## config.mk

```make
export PLATFORM = sky130hd
export DESIGN_NAME = pic_nchan_sync
export DESIGN_NICKNAME = d
export VERILOG_FILES = /design/src/rtl/pic_nchan_sync.sv
export SDC_FILE = /design/constraint.sdc
export NUM_CORES = 1
export LEC_CHECK = 0
export CAP_MARGIN = 15
export CORE_UTILIZATION = 45
export DETAILED_ROUTE_END_ITERATION = 10
export GPL_ROUTABILITY_DRIVEN = 0
export GPL_TIMING_DRIVEN = 0
export PLACE_DENSITY = 0.76
export SLEW_MARGIN = 20
export SYNTH_ARGS = -nofsm -noshare
export SYNTH_HDL_FRONTEND = slang
export SYNTH_SLANG_ARGS = --single-unit
```

## constraint.sdc

```tcl
create_clock -name CLK -period 7.1 [get_ports CLK]
set_clock_uncertainty 0.1 [all_clocks]
set_input_delay 1.42 -clock CLK [delete_from_list [all_inputs] [get_ports CLK]]
set_output_delay 1.42 -clock CLK [all_outputs]
set_load 0.005 [all_outputs]
```

## src/rtl/pic_nchan_sync.sv

```systemverilog
// pic_nchan_sync: clocked N-channel interrupt controller with fully nested
// priority, optional rotation, and a two-pulse INTA vector handshake.
module pic_nchan_sync #(
    parameter int unsigned NUM_IRQ     = 8,
    parameter int unsigned DATA_W      = 8,
    parameter int unsigned SYNC_STAGES = 2
) (
    input  logic               CLK,
    input  logic               RST_n,
    input  logic               CS_n,
    input  logic               WR_n,
    input  logic               RD_n,
    input  logic [2:0]         ADDR,
    input  logic [DATA_W-1:0]  D_IN,
    output logic [DATA_W-1:0]  D_OUT,
    input  logic [NUM_IRQ-1:0] IR,
    input  logic               INTA_n,
    output logic               INT
);

    localparam int unsigned ID_W = (NUM_IRQ > 1) ? $clog2(NUM_IRQ) : 1;

    typedef enum logic [1:0] {
        S_IDLE  = 2'd0,
        S_ACK1  = 2'd1,
        S_WAIT2 = 2'd2,
        S_ACK2  = 2'd3
    } state_t;

    state_t state, state_next;

    logic [NUM_IRQ-1:0]     ir_sync [SYNC_STAGES];
    logic [SYNC_STAGES-1:0] inta_sync;
    logic [NUM_IRQ-1:0]     ir_s;
    logic                   inta_s;
    logic [NUM_IRQ-1:0]     ir_prev;

    logic [2:0]         ctrl_q;
    logic [DATA_W-1:0]  vbase_q;
    logic [NUM_IRQ-1:0] imr_q;
    logic [NUM_IRQ-1:0] irr_q;
    logic [NUM_IRQ-1:0] isr_q;
    logic [ID_W-1:0]    lp_q;
    logic [ID_W-1:0]    id_q;
    logic               spur_q;

    logic               wr_en;
    logic [NUM_IRQ-1:0] pend;
    logic [NUM_IRQ-1:0] pend_rot;
    logic [NUM_IRQ-1:0] isr_rot;
    logic [ID_W:0]      pend_top;
    logic [ID_W:0]      isr_top;
    logic               cand_valid;
    logic [ID_W-1:0]    cand_id;
    logic [ID_W-1:0]    isr_top_id;

    logic               ack1_enter;
    logic               ack2_exit;
    logic               vec_drive;

    logic               eoi_hit;
    logic [ID_W-1:0]    eoi_id;
    logic [NUM_IRQ-1:0] eoi_clr;
    logic               aeoi_hit;
    logic [NUM_IRQ-1:0] aeoi_clr;
    logic [NUM_IRQ-1:0] ack_set;

    logic               unused_din;

    assign unused_din = ^D_IN;
    assign wr_en      = !CS_n && !WR_n;
    assign ir_s       = ir_sync[SYNC_STAGES-1];
    assign inta_s     = inta_sync[SYNC_STAGES-1];

    // Lowest set bit of a rank-ordered vector, packed as {found, rank}.
    function automatic logic [ID_W:0] lowest_set(input logic [NUM_IRQ-1:0] v);
        logic [ID_W:0] r;
        r = '0;
        for (int i = int'(NUM_IRQ) - 1; i >= 0; i--) begin
            if (v[i]) r = {1'b1, ID_W'(i)};
        end
        return r;
    endfunction

    // Map a priority rank back to a line number under the current pointer.
    function automatic logic [ID_W-1:0] rank_to_id(input logic [ID_W-1:0] rank,
                                                   input logic [ID_W-1:0] lp);
        int unsigned t;
        t = (32'(lp) + 32'(rank) + 32'd1) % NUM_IRQ;
        return ID_W'(t);
    endfunction

    // Input synchronisers; INTA_n chain resets to its idle (high) level so
    // reset release never looks like an acknowledge.
    always_ff @(posedge CLK or negedge RST_n) begin
        if (!RST_n) begin
            for (int s = 0; s < int'(SYNC_STAGES); s++) ir_sync[s] <= '0;
            inta_sync <= '1;
        end else begin
            ir_sync[0] <= IR;
            for (int s = 1; s < int'(SYNC_STAGES); s++) ir_sync[s] <= ir_sync[s-1];
            inta_sync <= {inta_sync[SYNC_STAGES-2:0], INTA_n};
        end
    end

    // Rotated priority view: rank 0 is line (LP+1) mod N.
    always_comb begin
        pend     = irr_q & ~imr_q;
        pend_rot = '0;
        isr_rot  = '0;
        for (int unsigned k = 0; k < NUM_IRQ; k++) begin
            pend_rot[k] = pend[ID_W'((32'(lp_q) + k + 32'd1) % NUM_IRQ)];
            isr_rot[k]  = isr_q[ID_W'((32'(lp_q) + k + 32'd1) % NUM_IRQ)];
        end
        pend_top   = lowest_set(pend_rot);
        isr_top    = lowest_set(isr_rot);
        cand_valid = pend_top[ID_W] &&
                     (!isr_top[ID_W] || (pend_top[ID_W-1:0] < isr_top[ID_W-1:0]));
        cand_id    = rank_to_id(pend_top[ID_W-1:0], lp_q);
        isr_top_id = rank_to_id(isr_top[ID_W-1:0], lp_q);
    end

    // Acknowledge FSM state register.
    always_ff @(posedge CLK or negedge RST_n) begin
        if (!RST_n) state <= S_IDLE;
        else        state <= state_next;
    end

    // Acknowledge FSM next state, driven by the synchronised INTA_n level.
    always_comb begin
        state_next = state;
        case (state)
            S_IDLE:  if (!inta_s) state_next = S_ACK1;
            S_ACK1:  if (inta_s)  state_next = S_WAIT2;
            S_WAIT2: if (!inta_s) state_next = S_ACK2;
            S_ACK2:  if (inta_s)  state_next = S_IDLE;
            default:              state_next = S_IDLE;
        endcase
    end

    // Acknowledge FSM outputs: latch strobe, vector drive, second-pulse end.
    always_comb begin
        ack1_enter = 1'b0;
        ack2_exit  = 1'b0;
        vec_drive  = 1'b0;
        case (state)
            S_IDLE:  ack1_enter = !inta_s;
            S_ACK2: begin
                vec_drive = 1'b1;
                ack2_exit = inta_s;
            end
            default: ;
        endcase
    end

    // EOI decode and auto-EOI; a non-specific EOI sees the pre-latch ISR.
    always_comb begin
        eoi_hit = 1'b0;
        eoi_id  = '0;
        eoi_clr = '0;
        if (wr_en && (ADDR == 3'd5)) begin
            if (D_IN[DATA_W-1]) begin
                if (isr_top[ID_W]) begin
                    eoi_hit = 1'b1;
                    eoi_id  = isr_top_id;
                end
            end else if ((32'(D_IN[ID_W-1:0]) < NUM_IRQ) && isr_q[D_IN[ID_W-1:0]]) begin
                eoi_hit = 1'b1;
                eoi_id  = D_IN[ID_W-1:0];
            end
            if (eoi_hit) eoi_clr = NUM_IRQ'(1) << eoi_id;
        end
        aeoi_hit = ack2_exit && ctrl_q[1] && !spur_q;
        aeoi_clr = aeoi_hit ? (NUM_IRQ'(1) << id_q) : '0;
        ack_set  = (ack1_enter && cand_valid) ? (NUM_IRQ'(1) << cand_id) : '0;
    end

    // Register file, request/service state, priority pointer and INT.
    always_ff @(posedge CLK or negedge RST_n) begin
        if (!RST_n) begin
            ctrl_q  <= '0;
            vbase_q <= '0;
            imr_q   <= '1;
            irr_q   <= '0;
            isr_q   <= '0;
            lp_q    <= ID_W'(NUM_IRQ - 1);
            id_q    <= '0;
            spur_q  <= 1'b0;
            ir_prev <= '0;
            INT     <= 1'b0;
        end else begin
            ir_prev <= ir_s;
            if (wr_en) begin
                case (ADDR)
                    3'd0:    ctrl_q  <= D_IN[2:0];
                    3'd1:    vbase_q <= D_IN;
                    3'd2:    imr_q   <= D_IN[NUM_IRQ-1:0];
                    default: ;
                endcase
            end
            if (ctrl_q[0]) irr_q <= ir_s;
            else           irr_q <= (irr_q & ~ack_set) | (ir_s & ~ir_prev);
            isr_q <= (isr_q & ~eoi_clr & ~aeoi_clr) | ack_set;
            if (ack1_enter) begin
                id_q   <= cand_valid ? cand_id : ID_W'(NUM_IRQ - 1);
                spur_q <= !cand_valid;
            end
            if (ctrl_q[2] && eoi_hit)       lp_q <= eoi_id;
            else if (ctrl_q[2] && aeoi_hit) lp_q <= id_q;
            INT <= (state == S_IDLE) && (state_next == S_IDLE) && cand_valid;
        end
    end

    // Read mux; the vector overrides it during the second acknowledge pulse.
    always_comb begin
        D_OUT = '0;
        if (vec_drive) begin
            D_OUT = vbase_q + DATA_W'(id_q);
        end else if (!CS_n && !RD_n) begin
            case (ADDR)
                3'd0:    D_OUT = DATA_W'(ctrl_q);
                3'd1:    D_OUT = vbase_q;
                3'd2:    D_OUT = DATA_W'(imr_q);
                3'd3:    D_OUT = DATA_W'(irr_q);
                3'd4:    D_OUT = DATA_W'(isr_q);
                3'd6:    D_OUT = DATA_W'(lp_q);
                default: D_OUT = '0;
            endcase
        end
    end

endmodule

```

==> results.sh, run 1 <==
export IMPL_ys_types=72
export IMPL_r2r_start="lp_q[1]"
export IMPL_cp_end_kind="flip-flop"
export IMPL_drt_iter0_markers=482
export IMPL_cts_tree="done"
export IMPL_cts_inserted_buffers=9
export IMPL_place_ws_ns=1.44
export IMPL_max_cap_violations=0
export IMPL_die_area_sq_mm=0.0114
export IMPL_row_count=37
export IMPL_regToRegEndpoint="isr_q[2]"
export IMPL_drive_gt1_share_pct=18.9
export IMPL_ys_flop_type="dfrtp_1"
export IMPL_ant_nets=0
export IMPL_via_count=4184
export IMPL_post_drt_wl_per_cell_um=19.1
export IMPL_fin_area_sq_mm=0.00563
export IMPL_core_sq_mm=0.0105
export IMPL_async_reset_ff_share_pct=100
export IMPL_synth_edf_count=0
export IMPL_hold_path_startpoint="ir_sync[13]"
export IMPL_synth_top_area_share_pct=29.5
export IMPL_synth_seq_cells=71
export IMPL_dr_pass1_iters=5
export IMPL_syn_avg_cell_area_sq_um=10.2
export IMPL_synth_area_leaders="dfrtp_1 (30%), mux4_2 (9.6%), dfstp_2 (6.9%)"
export IMPL_criticalPathCategory="reg -> reg"
export IMPL_period_needed_ns=5.72
export IMPL_dpl_cell_area_sq_mm=0.00543
export IMPL_clk_insertion_delay_late_ns=0.35
export IMPL_root_buffer="clkbuf_8"
export IMPL_ios=34
export IMPL_slew_headroom_pct=42.0
export IMPL_totalWireLength_mm=12.7
export IMPL_finalSetupTns_ns=0
export IMPL_synth_largest_area_cell="dfrtp_1"
export IMPL_drc=0
export IMPL_dp_cells=650
export IMPL_die_w_um=107
export IMPL_clk_path_buf_depth=2
export IMPL_drv_slew=0
export IMPL_synthCells=481
export IMPL_r2r_cells=20
export IMPL_vdd_drop_max_mv=0.232
export IMPL_n_antenna_cell=0
export IMPL_multi_input_area_sq_mm=0.00293
export IMPL_netlist_area_sq_mm=0.00492
export IMPL_htree_levels=3
export IMPL_cts_hold_buf=0
export IMPL_fmax_mhz=175
export IMPL_synth_top_cells_by_count="dfrtp_1 (58), nand2_1 (43), o21ai_0 (36)"
export IMPL_die_h_um=107
export IMPL_grt_max_degree=63
export IMPL_power_leakage_nw=2.15
export IMPL_crit_fanout=10
export IMPL_hold_class="reg -> reg"
export IMPL_post_cts_repair_setup_buffers=0
export IMPL_numPortBuffers=32
export IMPL_rsz0062_at_grt="no"
export IMPL_max_slew_worst_pin_slew_ns=0.863
export IMPL_reg2reg_setup_slack_ns=1.38
export IMPL_min_to="ir_s[5]"
export IMPL_yosysMostFrequentCell="dfrtp_1"
export IMPL_numClockSinks=71
export IMPL_status="finished, final reports clean"
export IMPL_worst_slack_ns=1.38
export IMPL_nNetsFinal=563
export IMPL_yosysSeqAreaShare_pct=36.5
export IMPL_start_kind="flip-flop"
export IMPL_grt_pass1_wl_mm=20.6
export IMPL_yosys_warnings=0
export IMPL_fillCellCount=952
export IMPL_start_util_pct=47.0
export IMPL_grt_ovfl_total=0
export IMPL_fin_cells=666
export IMPL_clk_pin_slew_ns=0.07
export IMPL_ff_latch_area_sq_mm=0.00179
export IMPL_grt_pass1_vias=3978
export IMPL_cp_data_required_time_ns=7.23
export IMPL_area_growth_pct=14.4
export IMPL_place_hpwl_mm=9.40
export IMPL_cts_resized=0
export IMPL_power_per_cell_area_mw_per_mm2=484
export IMPL_synth_nets=519
export IMPL_post_route_period_util_pct=80.6
export IMPL_worstHoldPathCells=0
export IMPL_hold_viol=0
export IMPL_cp_startpoint="lp_q[1]"
export IMPL_setup_viol=0
export IMPL_grt_usage_pct=23.7
export IMPL_antenna_found_initial=0
export IMPL_cp_arrival_ns=5.86
export IMPL_viasPerCell=6.28
[metal layers]
metal	vias up	wire (um)	track usage, %
met5	-	0	0
met2	231	6190	37.6
met3	31	970	4.05
li1	1864	-	-
met4	0	389	10.9
met1	2058	5180	31.6
[sequential cells by signal, summed over array words and instances, names as in the netlist]
name and count:
imr_q 8, ir_prev 8, ir_s 8, ir_sync 8, irr_q 8, isr_q 8
vbase_q 8, ctrl_q 3, id_q 3, lp_q 3, inta_sync 2, state 2
INT 1, spur_q 1
[through the flow]
step | power [mW] | hold WS [ns] | utilization [%]
3_3_place_gp | 2.29 | 0.233 | 51.7
6_report | 2.72 | 0.249 | 53.8
5_1_grt | 2.90 | 0.254 | 53.8
2_1_floorplan | 1.94 | 0.231 | -
4_1_cts | 2.69 | 0.251 | 53.8
3_5_place_dp | 2.35 | 0.235 | 51.9
[power by group]
part	internal (mW)	switching (mW)	total, mW
registers	0.504	0.0921	0.596
clock network	0.163	0.152	0.315
logic	0.808	1.00	1.81
total	1.47	1.25	2.72
[worst max path at each step]
stage	to	slack [ns]	cells past startpoint
after floorplan	isr_q[2]	2.26	18
after global placement	isr_q[2]	1.55	20
after detailed placement	isr_q[2]	1.44	20
after CTS	isr_q[2]	1.41	20
after global routing	isr_q[2]	1.05	20
final	isr_q[2]	1.38	20
[cell usage in the layout, fill, tap and decap left out, types with 7 or more instances in the layout]
cell	synthesis	routed
dfrtp_1	58	58
nand2_1	43	43
o21ai_0	36	36
nor2_1	32	32
clkdlybuf4s50_1	0	31
mux2_2	28	28
mux2i_1	22	22
inv_1	22	22
mux4_2	21	21
nor2b_1	19	19
clkbuf_1	16	18
a21oi_1	17	17
nor3_1	14	14
dfstp_2	13	13
nand2b_1	10	10
ha_1	10	10
clkbuf_8	0	9
nand3_1	8	8
nor3b_1	7	7
[layout make-up]
type / instances / share of cell area, %
multi-input combinational: 362 / 52.1
sequential: 71 / 31.9
timing repair buffer: 33 / 6.14
tap: 136 / 3.02
clock buffer: 11 / 2.34
buffer: 25 / 1.94
inverter: 23 / 1.53
clock inverter: 5 / 1.07
[worst max-delay path, cell delays in order, from the launching register on]
cell	delay [ns]
dfstp_2	0.55
buf_2	0.25
inv_1	0.21
ha_1	0.34
buf_2	0.24
buf_2	0.33
mux4_2	0.34
mux2i_1	0.23
nand2_1	0.08
a221o_1	0.33
a31oi_2	0.31
inv_1	0.08
ha_1	0.20
fa_1	0.47
nor3_1	0.35
nand2_1	0.11
o31a_1	0.12
o211a_1	0.16
a311oi_4	0.43
nand3_1	0.13
a31o_2	0.26
[logic make-up after synthesis]
| family | Yosys count | share of synthesized area, % |
|---|---|---|
| AO/OA/AOI/OAI | 112 | 15.5 |
| XOR/XNOR | 12 | 2.82 |
| adder cells (fa/ha/maj) | 13 | 3.76 |
| buffers and inverters | 48 | 3.97 |
| flip-flops | 71 | 36.5 |
| multiplexers | 73 | 21.6 |
| AND/OR/NAND/NOR | 152 | 15.9 |
(Power assumes the default switching activity.)
==> inputs of run 2 (changes only) <==
==> constraint.sdc (replaced) <==
create_clock -name CLK -period 5.35 [get_ports CLK]
set_clock_uncertainty 0.1 [all_clocks]
set_input_delay 1.07 -clock CLK [delete_from_list [all_inputs] [get_ports CLK]]
set_output_delay 1.07 -clock CLK [all_outputs]
set_load 0.005 [all_outputs]
==> results.sh, run 2 (synthesis results as in run 1) <==
export IMPL_crit_fanout=10
export IMPL_drt_iter0_markers=465
export IMPL_numClockSinks=71
export IMPL_status="finished, final reports clean"
export IMPL_cp_end_kind="flip-flop"
export IMPL_area_growth_pct=15.6
export IMPL_grt_ovfl_total=0
export IMPL_cp_startpoint="lp_q[1]"
export IMPL_post_drt_wl_per_cell_um=18.9
export IMPL_layout_commonest_cell="dfrtp_1"
export IMPL_dr_pass1_iters=10
export IMPL_htree_levels=3
export IMPL_drv_slew=0
export IMPL_root_buffer="clkbuf_8"
export IMPL_utilization_pct=54.3
export IMPL_clk_path_buf_depth=2
export IMPL_cp_data_required_time_ns=5.48
export IMPL_clk_pin_slew_ns=0.07
export IMPL_die_h_um=107
export IMPL_ff_latch_area_sq_mm=0.00179
export IMPL_grt_pass1_vias=4002
export IMPL_die_area_sq_mm=0.0114
export IMPL_ant_nets=0
export IMPL_slew_headroom_pct=43.4
export IMPL_most_common_layout_cells="dfrtp_1 (58), nand2_1 (43), o21ai_0 (36)"
export IMPL_power_leakage_nw=2.16
export IMPL_fin_area_sq_mm=0.00569
export IMPL_via_count=4150
export IMPL_cts_tree="done"
export IMPL_hold_class="reg -> reg"
export IMPL_max_slew_worst_pin_slew_ns=0.843
export IMPL_fmax_mhz=192
export IMPL_row_count=37
export IMPL_criticalPathCategory="reg -> reg"
export IMPL_power_per_cell_area_mw_per_mm2=645
export IMPL_hold_viol=0
export IMPL_viasPerCell=6.20
export IMPL_start_kind="flip-flop"
export IMPL_vdd_drop_max_mv=0.310
export IMPL_period_needed_ns=5.20
export IMPL_numPortBuffers=32
export IMPL_cts_inserted_buffers=9
export IMPL_multi_input_area_sq_mm=0.00295
export IMPL_totalWireLength_mm=12.7
export IMPL_start_util_pct=47.0
export IMPL_nNetsFinal=566
export IMPL_grt_max_degree=63
export IMPL_cp_arrival_ns=5.33
export IMPL_setup_viol=0
export IMPL_grt_pass1_wl_mm=20.8
export IMPL_core_sq_mm=0.0105
export IMPL_clk_insertion_delay_late_ns=0.35
export IMPL_drc=0
export IMPL_antenna_found_initial=0
export IMPL_die_w_um=107
export IMPL_max_cap_violations=0
export IMPL_drive_gt1_share_pct=20.3
export IMPL_hold_path_startpoint="ir_sync[13]"
export IMPL_post_route_period_util_pct=97.2
export IMPL_dpl_cell_area_sq_mm=0.00543
export IMPL_ios=34
export IMPL_n_antenna_cell=0
export IMPL_r2r_start="lp_q[1]"
export IMPL_fillCellCount=947
export IMPL_grt_usage_pct=23.8
export IMPL_place_hpwl_mm=9.40
[run 2: critical path, cell delays in order, from the launching register on]
cell and delay [ns]:
dfstp_2 0.56, buf_4 0.21, clkinvlp_4 0.13, ha_1 0.30, clkbuf_4 0.22, mux4_2 0.50
mux2_2 0.33, a221o_1 0.40, a31oi_4 0.24, inv_1 0.07, ha_1 0.19, fa_2 0.40
nor3_2 0.25, nand2_1 0.09, o31a_1 0.12, o211a_1 0.16, a311oi_4 0.26, buf_4 0.21
nand3_1 0.08, a31o_2 0.26
[run 2: area by class of cell]
cell class              count  area share, %
flip-flops and latches     71           31.5
well taps                 136           2.99
multi-input cells         362           51.9
clock buffers              11           2.31
plain buffers              25           2.11
inverters                  23           1.58
clock inverters             5           1.06
repair buffers             36           6.47
[run 2: per-stage QoR]
stage	hold WS, ns	TNS, ns	worst slack, ns	power (mW)	std cells
after detailed placement	0.235	-1.93	-0.312	3.12	650
after global placement	0.233	-0.992	-0.198	3.03	649
after global routing	0.254	-0.0157	-0.0157	3.92	669
after floorplan	0.231	0	0.507	2.57	481
final	0.249	0	0.149	3.67	669
after CTS	0.251	0	0.0731	3.59	668
[run 2: final timing paths]
kind	to	slack, ns	depth (start not counted)
max	isr_q[2]	0.15	19
min	ir_s[5]	0.25	0
max reg2reg	isr_q[2]	0.15	19
min reg2reg	ir_s[5]	0.25	0
max in group asynchronous	lp_q[2]	4.13	2
min in group asynchronous	vbase_q[1]	0.45	1
[run 2: repair_timing]
item | CTS | global route
resized for setup | 4 | 6
gates cloned | 0 | 0
buffers inserted | 2 | 1
pin swaps | 1 | 0
endpoints found under the setup margin | 9 | 9
hold buffers | 0 | 0
[run 2: power breakdown]
| part | total [mW] | leakage [nW] | switching (mW) | internal [mW] |
|---|---|---|---|---|
| registers | 0.791 | 0.801 | 0.122 | 0.669 |
| clock network | 0.416 | 0.0935 | 0.199 | 0.216 |
| logic | 2.46 | 1.27 | 1.35 | 1.11 |
| total | 3.67 | 2.16 | 1.67 | 2.00 |
[run 2: routing by layer]
metal	share of wire (%)	GRT usage, %	vias up
met5	0	0	-
met4	3.1	11.0	0
li1	-	-	1884
met1	41	32.0	2017
met3	7.4	4.05	31
met2	49	37.8	218
==> inputs of run 3 (changes only) <==
--- a/config.mk
+++ b/config.mk
@@ -7,10 +7,12 @@
 export LEC_CHECK = 0
 export CAP_MARGIN = 15
 export CORE_UTILIZATION = 45
+export CTS_CLUSTER_DIAMETER = 50
 export DETAILED_ROUTE_END_ITERATION = 10
 export GPL_ROUTABILITY_DRIVEN = 0
 export GPL_TIMING_DRIVEN = 0
 export PLACE_DENSITY = 0.76
+export REMOVE_ABC_BUFFERS = 1
 export SLEW_MARGIN = 20
 export SYNTH_ARGS = -nofsm -noshare
 export SYNTH_HDL_FRONTEND = slang
==> results.sh, run 3 (synthesis results as in run 1) <==
export IMPL_drt_iter0_markers=415
export IMPL_fin_area_sq_mm=0.00568
export IMPL_power_per_cell_area_mw_per_mm2=654
export IMPL_root_buffer="clkbuf_8"
export IMPL_core_sq_mm=0.0105
export IMPL_hold_viol=0
export IMPL_grt_pass1_vias=4014
export IMPL_period_needed_ns=5.13
export IMPL_r2r_start="lp_q[0]"
export IMPL_dr_pass1_iters=5
export IMPL_row_count=37
export IMPL_r2r_cells=17
export IMPL_ant_nets=0
export IMPL_hold_path_startpoint="ir_sync[9]"
export IMPL_most_common_layout_cells="dfrtp_1 (58), nand2_1 (43), o21ai_0 (36)"
export IMPL_nNetsFinal=548
export IMPL_htree_levels=3
export IMPL_reg2reg_setup_slack_ns=0.22
export IMPL_post_drt_wl_per_cell_um=20.2
export IMPL_internal_power_mw=2.02
export IMPL_cts_inserted_buffers=9
export IMPL_cp_end_kind="flip-flop"
export IMPL_max_stage_delay_ns=0.74
export IMPL_clk_pin_slew_ns=0.08
export IMPL_min_to="ir_s[1]"
export IMPL_switchingPower_mw=1.69
export IMPL_grt_usage_pct=24.9
export IMPL_numPortBuffers=33
export IMPL_regToRegEndpoint="isr_q[2]"
export IMPL_totalWireLength_mm=13.1
export IMPL_finalSetupTns_ns=0
export IMPL_dpl_cell_area_sq_mm=0.00533
export IMPL_clk_path_buf_depth=2
export IMPL_drive_gt1_share_pct=21.0
export IMPL_rsz0062_at_grt="no"
export IMPL_drc=0
export IMPL_grt_max_degree=38
export IMPL_ios=34
export IMPL_clockPowerShare_pct=12.8
export IMPL_max_cap_violations=0
export IMPL_cp_data_required_time_ns=5.51
export IMPL_criticalPathCategory="reg -> reg"
export IMPL_status="finished, final reports clean"
export IMPL_drv_slew=0
export IMPL_start_kind="flip-flop"
export IMPL_hold_class="reg -> reg"
export IMPL_fillCellCount=911
export IMPL_cp_arrival_ns=5.29
export IMPL_die_area_sq_mm=0.0114
export IMPL_n_antenna_cell=0
export IMPL_place_hpwl_mm=9.19
export IMPL_viasPerCell=6.34
export IMPL_layout_commonest_cell="dfrtp_1"
export IMPL_seq_power_share_pct=24.9
export IMPL_antenna_found_initial=0
export IMPL_grt_pass1_wl_mm=21.4
export IMPL_worstHoldPathCells=0
export IMPL_numClockSinks=71
export IMPL_die_h_um=107
export IMPL_post_route_period_util_pct=95.9
export IMPL_crit_fanout=12
export IMPL_clk_insertion_delay_late_ns=0.36
export IMPL_die_w_um=107
export IMPL_cts_tree="done"
export IMPL_slew_headroom_pct=31.2
export IMPL_path_cells="inv_2 > ha_4 > mux4_2 > mux2_2 > a221o_1 > a31oi_2 > inv_1 > ha_1 > fa_2 > nor3_2 > nand2_1 > o31a_1 > o211a_1 > a311oi_4 > buf_4 > nand3_1 > a31o_2"
export IMPL_max_slew_worst_pin_slew_ns=1.02
export IMPL_slowest_stage="dfstp_4"
export IMPL_setup_viol=0
export IMPL_area_growth_pct=15.4
export IMPL_fmax_mhz=195
export IMPL_via_count=4122
export IMPL_p_sw_share_pct=45.5
export IMPL_power_leakage_nw=2.16
export IMPL_utilization_pct=54.3
export IMPL_p_comb_share_pct=62.3
export IMPL_vdd_drop_max_mv=0.513
export IMPL_grt_ovfl_total=0
export IMPL_start_util_pct=47.0
run 3: critical path: cells and delay by family (launching register included):
kind / cells / cell delay (ns)
buf+inv: 3 / 0.46
compound gates: 6 / 1.49
flops: 1 / 0.74
simple gates: 3 / 0.40
fa+ha+maj: 3 / 0.99
mux: 2 / 0.83
run 3: worst max path at each step:
stage	end	from	slack, ns	cells after the start
after floorplan	isr_q[2]	lp_q[0]	-0.1	16
after global placement	isr_q[3]	lp_q[0]	-0.85	16
after detailed placement	isr_q[3]	lp_q[0]	-0.99	16
after CTS	isr_q[2]	lp_q[1]	0.07	17
after global routing	isr_q[2]	lp_q[0]	0.008	18
final	isr_q[2]	lp_q[0]	0.22	17
run 3: metrics by stage:
step | power, mW | worst slack, ns | hold slack [ns] | std cells
global placement | 2.97 | -0.846 | 0.233 | 625
CTS | 3.62 | 0.0653 | 0.254 | 647
finish | 3.71 | 0.219 | 0.251 | 650
global route | 3.96 | 0.00784 | 0.256 | 650
detailed placement | 3.05 | -0.988 | 0.236 | 626
floorplan | 2.48 | -0.0951 | 0.231 | 456
run 3: cell type report:
cell class / count / area [sq um] / share of cell area, %
clock buffer: 9 / 124 / 2.18
clock inverter: 6 / 93.8 / 1.65
inverter: 23 / 90.1 / 1.59
multi-input combinational: 362 / 2960 / 52.2
sequential: 71 / 1800 / 31.7
tap: 136 / 170 / 3.00
timing repair buffer: 43 / 435 / 7.67
run 3: power by group through the flow:
stage	Sequential (mW)	Combinational, mW	Clock [mW]
floorplan	0.824	1.66	0
global placement	0.920	2.05	0
detailed placement	0.926	2.12	0
CTS	0.912	2.23	0.482
global route	0.942	2.52	0.502
finish	0.923	2.31	0.475
run 3: what timing repair did:
item | 4_1_cts | 5_1_grt
buffers inserted | 6 | 3
endpoints found under the setup margin | 22 | 8
hold buffers | 0 | 0
resized for setup | 4 | 5
pin swaps | 2 | 0
run 3: per-layer routing:
metal | wire [um] | track usage (%) | vias to the layer above
li1 | - | - | 1843
met1 | 5430 | 32.2 | 2033
met2 | 6390 | 41.5 | 211
met3 | 922 | 4.17 | 35
met4 | 403 | 10.1 | 0
met5 | 0 | 0 | -
